File: src/rtl/lte_hw_acc_scr_ctrl_if.sv
// Stream bundle between encoder, scrambler controller and scrambler.
// master drives data/valid/sof/lof and samples ready; slave does the reverse.
interface lte_hw_acc_scr_ctrl_if #(
  parameter int DATA_WIDTH = 1
) ();
  logic [DATA_WIDTH-1:0] data;
  logic                  valid;
  logic                  sof;
  logic [7:0]            lof;
  logic                  ready;

  modport master (
    output data, valid, sof, lof,
    input  ready
  );

  modport slave (
    input  data, valid, sof, lof,
    output ready
  );
endinterface

File: src/rtl/lte_hw_acc_scr_ctrl.sv
// Scrambler sequencing: seeds the 20-entry x1/x2 map, tracks subframes,
// gates the stream while writing. Ports: up (slave), scr (master), cfg_*, sfn_*.
module lte_hw_acc_scr_ctrl #(
  parameter int DATA_WIDTH = 1
) (
  input  logic                  clk,
  input  logic                  rstn,
  lte_hw_acc_scr_ctrl_if.slave  up,
  lte_hw_acc_scr_ctrl_if.master scr,
  input  logic                  cfg_start,
  input  logic [15:0]           cfg_rnti,
  input  logic [8:0]            cfg_cell_id,
  input  logic                  cfg_q,
  output logic                  cfg_busy,
  output logic                  cfg_done,
  output logic [4:0]            scr_cfg_addr,
  output logic [30:0]           scr_cfg_data,
  output logic                  scr_cfg_wr,
  input  logic                  sfn_load,
  input  logic [3:0]            sfn_load_val,
  output logic [3:0]            sfn,
  output logic                  err_lof
);

  typedef enum logic [1:0] {
    S_IDLE,
    S_WAIT,
    S_WRITE,
    S_DONE
  } state_t;

  state_t      state_q, state_d;
  logic [4:0]  idx_q, idx_d;
  logic [30:0] data_q, data_d;
  logic        wr_q, wr_d;
  logic        busy_q, busy_d;
  logic        done_q, done_d;
  logic [15:0] rnti_q, rnti_d;
  logic [8:0]  cell_q, cell_d;
  logic        qb_q, qb_d;
  logic [7:0]  rem_q, rem_d;
  logic        in_frame_q, in_frame_d;
  logic [3:0]  sfn_q, sfn_d;
  logic        err_q, err_d;

  logic                  gate;
  logic                  xfer;
  logic [DATA_WIDTH-1:0] pass_data;

  function automatic logic [30:0] seed(
    input logic [4:0]  i,
    input logic [15:0] r,
    input logic        q,
    input logic [8:0]  c
  );
    if (!i[0]) return 31'd1;
    return {1'b0, r, 14'd0} + {17'd0, q, 13'd0}
         + {18'd0, i[4:1], 9'd0} + {22'd0, c};
  endfunction

  // rstn term keeps the stream transparent while in reset
  assign gate = rstn & ((state_q == S_WRITE) |
                        (state_q == S_DONE));

  assign pass_data = up.data;
  assign scr.data  = pass_data;
  assign scr.sof   = up.sof;
  assign scr.lof   = up.lof;
  assign scr.valid = up.valid & ~gate;
  assign up.ready  = scr.ready & ~gate;
  assign xfer      = scr.valid & scr.ready;

  always_comb begin
    rem_d      = rem_q;
    in_frame_d = in_frame_q;
    sfn_d      = sfn_q;
    err_d      = err_q;
    if (xfer & up.sof) begin
      rem_d      = up.lof - 8'd1;
      in_frame_d = (up.lof >= 8'd2);
      err_d      = err_q | (up.lof < 8'd2);
    end else if (xfer & in_frame_q) begin
      rem_d = rem_q - 8'd1;
      if (rem_q == 8'd1) in_frame_d = 1'b0;
    end
    if (sfn_load) begin
      sfn_d = (sfn_load_val > 4'd9) ? 4'd0 : sfn_load_val;
    end else if (xfer & up.sof) begin
      sfn_d = (sfn_q == 4'd9) ? 4'd0 : sfn_q + 4'd1;
    end
  end

  always_comb begin
    state_d = state_q;
    idx_d   = idx_q;
    data_d  = data_q;
    wr_d    = 1'b0;
    done_d  = 1'b0;
    rnti_d  = rnti_q;
    cell_d  = cell_q;
    qb_d    = qb_q;
    unique case (state_q)
      S_IDLE: begin
        if (cfg_start) begin
          rnti_d = cfg_rnti;
          cell_d = cfg_cell_id;
          qb_d   = cfg_q;
          idx_d  = 5'd0;
          if (in_frame_d) begin
            state_d = S_WAIT;
          end else begin
            state_d = S_WRITE;
            wr_d    = 1'b1;
            data_d  = 31'd1;
          end
        end
      end
      S_WAIT: begin
        if (!in_frame_d) begin
          state_d = S_WRITE;
          wr_d    = 1'b1;
          idx_d   = 5'd0;
          data_d  = 31'd1;
        end
      end
      S_WRITE: begin
        if (idx_q == 5'd19) begin
          state_d = S_DONE;
          done_d  = 1'b1;
        end else begin
          idx_d  = idx_q + 5'd1;
          wr_d   = 1'b1;
          data_d = seed(idx_d, rnti_q, qb_q, cell_q);
        end
      end
      S_DONE: begin
        state_d = S_IDLE;
      end
      default: state_d = S_IDLE;
    endcase
    busy_d = (state_d != S_IDLE);
  end

  always_ff @(posedge clk) begin
    if (!rstn) begin
      state_q    <= S_IDLE;
      idx_q      <= 5'd0;
      data_q     <= 31'd0;
      wr_q       <= 1'b0;
      busy_q     <= 1'b0;
      done_q     <= 1'b0;
      rnti_q     <= 16'd0;
      cell_q     <= 9'd0;
      qb_q       <= 1'b0;
      rem_q      <= 8'd0;
      in_frame_q <= 1'b0;
      sfn_q      <= 4'd0;
      err_q      <= 1'b0;
    end else begin
      state_q    <= state_d;
      idx_q      <= idx_d;
      data_q     <= data_d;
      wr_q       <= wr_d;
      busy_q     <= busy_d;
      done_q     <= done_d;
      rnti_q     <= rnti_d;
      cell_q     <= cell_d;
      qb_q       <= qb_d;
      rem_q      <= rem_d;
      in_frame_q <= in_frame_d;
      sfn_q      <= sfn_d;
      err_q      <= err_d;
    end
  end

  assign scr_cfg_addr = idx_q;
  assign scr_cfg_data = data_q;
  assign scr_cfg_wr   = wr_q;
  assign cfg_busy     = busy_q;
  assign cfg_done     = done_q;
  assign sfn          = sfn_q;
  assign err_lof      = err_q;

endmodule

File: src/flat_wrapper.sv
// flat-port wrapper written by rule: the top's interface ports become plain ports
module lte_hw_acc_scr_ctrl_flat 
#(
  parameter int DATA_WIDTH = 1
)
  (clk, rstn, cfg_start, cfg_rnti, cfg_cell_id, cfg_q, cfg_busy, cfg_done, scr_cfg_addr, scr_cfg_data, scr_cfg_wr, sfn_load, sfn_load_val, sfn, err_lof, up_data, up_valid, up_sof, up_lof, up_ready, scr_data, scr_valid, scr_sof, scr_lof, scr_ready);
  lte_hw_acc_scr_ctrl_if #(.DATA_WIDTH(DATA_WIDTH)) up_i ();
  lte_hw_acc_scr_ctrl_if #(.DATA_WIDTH(DATA_WIDTH)) scr_i ();
  input  logic clk;
  input  logic rstn;
  input  logic cfg_start;
  input  logic [15:0] cfg_rnti;
  input  logic [8:0] cfg_cell_id;
  input  logic cfg_q;
  output logic cfg_busy;
  output logic cfg_done;
  output logic [4:0] scr_cfg_addr;
  output logic [30:0] scr_cfg_data;
  output logic scr_cfg_wr;
  input  logic sfn_load;
  input  logic [3:0] sfn_load_val;
  output logic [3:0] sfn;
  output logic err_lof;
  input wire logic [$bits(up_i.data)-1:0] up_data;
  input wire logic [$bits(up_i.valid)-1:0] up_valid;
  input wire logic [$bits(up_i.sof)-1:0] up_sof;
  input wire logic [$bits(up_i.lof)-1:0] up_lof;
  output wire logic [$bits(up_i.ready)-1:0] up_ready;
  output wire logic [$bits(scr_i.data)-1:0] scr_data;
  output wire logic [$bits(scr_i.valid)-1:0] scr_valid;
  output wire logic [$bits(scr_i.sof)-1:0] scr_sof;
  output wire logic [$bits(scr_i.lof)-1:0] scr_lof;
  input wire logic [$bits(scr_i.ready)-1:0] scr_ready;
  assign up_i.data = up_data;
  assign up_i.valid = up_valid;
  assign up_i.sof = up_sof;
  assign up_i.lof = up_lof;
  assign up_ready = up_i.ready;
  assign scr_data = scr_i.data;
  assign scr_valid = scr_i.valid;
  assign scr_sof = scr_i.sof;
  assign scr_lof = scr_i.lof;
  assign scr_i.ready = scr_ready;
  lte_hw_acc_scr_ctrl #(.DATA_WIDTH(DATA_WIDTH)) u_core (.clk(clk), .rstn(rstn), .up(up_i), .scr(scr_i), .cfg_start(cfg_start), .cfg_rnti(cfg_rnti), .cfg_cell_id(cfg_cell_id), .cfg_q(cfg_q), .cfg_busy(cfg_busy), .cfg_done(cfg_done), .scr_cfg_addr(scr_cfg_addr), .scr_cfg_data(scr_cfg_data), .scr_cfg_wr(scr_cfg_wr), .sfn_load(sfn_load), .sfn_load_val(sfn_load_val), .sfn(sfn), .err_lof(err_lof));
endmodule
File: config.mk
export PLATFORM = sky130hd
export DESIGN_NAME = lte_hw_acc_scr_ctrl_flat
export DESIGN_NICKNAME = d
export VERILOG_FILES = /design/src/rtl/lte_hw_acc_scr_ctrl_if.sv /design/src/rtl/lte_hw_acc_scr_ctrl.sv /design/src/flat_wrapper.sv
export SDC_FILE = /design/constraint.sdc
export NUM_CORES = 1
export LEC_CHECK = 0
export BUFFER_PORTS_ARGS = -buffer_cell sky130_fd_sc_hd__buf_2
export CAP_MARGIN = 20
export CORE_ASPECT_RATIO = 2
export CORE_MARGIN = 8
export CORE_UTILIZATION = 30
export DETAILED_ROUTE_END_ITERATION = 16
export PLACE_DENSITY_LB_ADDON = 0.08
export SLEW_MARGIN = 15
export SYNTH_ARGS = -nofsm -noshare
export SYNTH_HDL_FRONTEND = slang
export SYNTH_SLANG_ARGS = --single-unit
File: constraint.sdc
create_clock -name clk -period 1.7 [get_ports clk]
set_input_delay 0.085 -clock clk [delete_from_list [all_inputs] [get_ports clk]]
set_output_delay 0.085 -clock clk [all_outputs]
set_load 0.005 [all_outputs]
==> summary.md <==
| Metric | Value |
|---|---|
| Outcome | finished, violations left |
| Failing checks | setup timing |
| Multi-input gate area | 0.00184 mm² |
| Worst Path Required | 1.98 ns |
| HP Class | input port to flop |
| Final Setup Violations | 20 |
| Die ar. | 0.0158 mm² |
| Syn nets | 505 |
| GPL Wtd Cong | 0.855 |
| Detail Route met2 WL | 6.66 mm |
| Clock Path Buffers | 2 |
| CTS Root Cell | clkbuf_16 |
| Crit. End Element | flop |
| HP Start | cfg_rnti[13] |
| Worst setup path class | flop to flop |
| RSZ-0062 raised after global routing | yes |
| Register area share after synthesis | 44.9% |
| Nets | 644 |
| DRC viols | 0 |
| Slew Limit Headroom | 61.1% |
| Worst setup SP type | flop |
| Unique cell type count in the Yosys netlist | 49 |
| Leakage power figure | 2.21 nW |
| First-pass GRT wire length | 18.7 mm |
| Hpwl dp | 8.56 mm |
| Mapped Cells | 453 |
| Post-route ant nets | 0 |
| Initial antenna violation count | 0 |
| Non-filler instance count after layout | 742 |
| Syn-to-layout area delta | 42.9% |
| Post-synth EDFFs | 0 |
| CTS tree | yes |
| # rows | 56 |
| Worst-skew pair later-pin latency | 0.33 ns |
| Max Used Layer | met4 |
| Final wirelength | 11.8 mm |
| Vias in the first global route | 3691 |
| Dpl ws | -0.104 ns |
| Most used DFF post-synth | dfxtp_1 |
| Final Slew Violations | 0 |
| Tot GR Track Use | 15.0% |
| Largest net degree at the start of global routing | 49 |
| Mapped cell area | 0.00357 mm² |
| Metal-1 WL | 4.45 mm |
| Final hold viol count | 0 |
| CP arrival | 2.00 ns |
| Crit Reg-Reg Startpoint | u_core.rem_q[1] |
| Crit share post-route | 102% |
| Starting Density | 30.5% |
| Area share of the largest cell type after synthesis | 44.9% |
| Synth Area per Inst | 7.87 µm² |
| Chip Width | 93.1 µm |
| Global route overflow | 0 |
| Via count | 3597 |
| Synth Register Bits | 80 |
| PortBufs | 98 |
| Yosys warns | 0 |
| ANT cells | 0 |
| Core Area | 0.0117 mm² |
| Htree depth | 3 |
| Met3 WL post-DR | 471 µm |
| DIE HEIGHT | 170 µm |
| FF+latch area | 0.00160 mm² |
| Crit path max fanout | 8 |
| Min cycle time layout | 1.73 ns |
| Pwr/cell area | 934 mW/mm² |
| Fill cell count | 1215 |
| Top cells by area, synth | dfxtp_1 (45%), nand2_1 (10%), a21oi_1 (6.0%) |
| Area leader, netlist | dfxtp_1 |
| Vias per inst | 4.85 |
| Asr flop ratio synth | 0% |
| Skew final | 0.00512 ns |
| # clock sinks | 80 |
| Fin Setup TNS | -0.234 ns |
| Worst Max-Slew Pin Slew | 0.579 ns |
| Worst setup startpoint | u_core.rem_q[1] |
| Ports | 102 |
| Maximum vdd ir drop | 0.805 mV |
| FMAX | 579 MHz |
| Clk slew on worst S/H paths | 0.06 ns |
| Share of layout cells above drive strength 1 | 32.0% |
| Placed insts | 701 |
| Num CTS Buffers | 9 |
| DRT iter0 DRCs | 93 |
| First drt pass iteration count | 4 |
| Worst setup margin | -0.0269 ns |
| Tot Pwr | 4.76 mW |
| Max Cap Violations | 0 |
| Final core occ | 43.6% |
| DR WL/cell | 16.0 µm |
## cell families (layout without fill, tap and decap cells)
| group | count (synthesis) | count (layout) | share of synthesized area, % |
|---|---|---|---|
| xor+xnor | 9 | 9 | 2.21 |
| other cells | 1 | 1 | 0.105 |
| flops | 80 | 80 | 44.9 |
| mux | 1 | 1 | 0.281 |
| compound gates | 114 | 114 | 18.3 |
| fa+ha+maj | 6 | 6 | 2.10 |
| buf+inv | 48 | 192 | 6.56 |
| simple gates | 194 | 194 | 25.5 |
## registers in the layout (all words and copies together), names as in the netlist, 2 cells and up
signal               flops
u_core.rem_q             8
u_core.rnti_q           16
u_core.scr_cfg_data     30
u_core.scr_cfg_addr      5
u_core.sfn               4
u_core.state_q           2
u_core.cell_q            9
## power breakdown
part | internal (mW) | switching [mW] | total (mW)
registers | 1.96 | 0.0581 | 2.02
logic | 0.368 | 0.418 | 0.786
clock network | 1.15 | 0.804 | 1.96
## worst max-delay path, stage by stage, from the launching register on
cell     delay [ns]
dfxtp_2        0.33
inv_2          0.07
ha_4           0.12
nor4b_4        0.18
nand4_1        0.13
a21o_1         0.23
a21oi_4        0.20
buf_12         0.14
buf_16         0.13
o311a_1        0.14
## cells in the mapped netlist, drive strengths merged (3+ instances only)
library cell   n
dfxtp         80
o21ai         43
o21a           3
nor2b          5
and2           4
and3           5
xnor2          4
a22oi          3
clkbuf        19
nand2b         4
o22ai          4
a31oi          4
ha             6
nor3           8
inv           11
nand3         38
buf           18
xor2           5
nand2         97
nor3b          4
nor2          15
a21oi         44
nor4           3
## cell usage in the layout, fill, tap and decap left out, drive strengths merged, types with 3 or more instances in the layout
cell	instances
nor3	8
and3	5
nand2	97
xor2	5
nand3	38
buf	142
o21a	3
xnor2	4
o21ai	43
inv	13
a31oi	4
nor2	15
ha	6
nor3b	4
clkbuf	10
o22ai	4
nand2b	4
nor4	3
and2	4
dlygate4sd3	22
clkinv	4
a22oi	3
dfxtp	80
a21oi	44
nor2b	5
## metrics by stage
step / area, µm² / hold slack [ns]
final: 5100 / 0.0159
after global routing: 5100 / 0.0152
after detailed placement: 4400 / 0.170
after global placement: 4400 / 0.170
after floorplan: 3570 / 0.221
after CTS: 4990 / 0.00586
## path summary, 6_finish.rpt
| check | cells after the start | slack [ns] | to |
|---|---|---|---|
| setup / recovery | 9 | -0.03 | u_core.scr_cfg_data[0] |
| hold / removal | 3 | 0.02 | u_core.rnti_q[13] |
| setup reg to reg | 9 | -0.03 | u_core.scr_cfg_data[0] |
| hold reg to reg | 2 | 0.45 | u_core.scr_cfg_data[4] |
## layer usage
layer  vias up  global-route usage (%)
met4         0                    6.85
met5         -                       0
met2        93                    28.2
met3        14                    3.22
met1      1669                    15.1
li1       1821                       -
## area by class of cell
type / count / share of cell area, %
inverters: 11 / 0.810
clock buffers: 9 / 4.42
flip-flops and latches: 80 / 31.5
well taps: 145 / 3.56
multi-input cells: 325 / 36.1
clock inverters: 7 / 1.55
repair buffers: 165 / 22.1
## timing repair
action / CTS / global route
setup endpoints to repair: 35 / 39
gates cloned: 1 / 1
buffers inserted: 1 / 1
hold buffers: 22 / 0
pin swaps: 3 / 13
hold endpoints to repair: 22 / 0
resized for setup: 5 / 37
(Power assumes the default switching activity.)
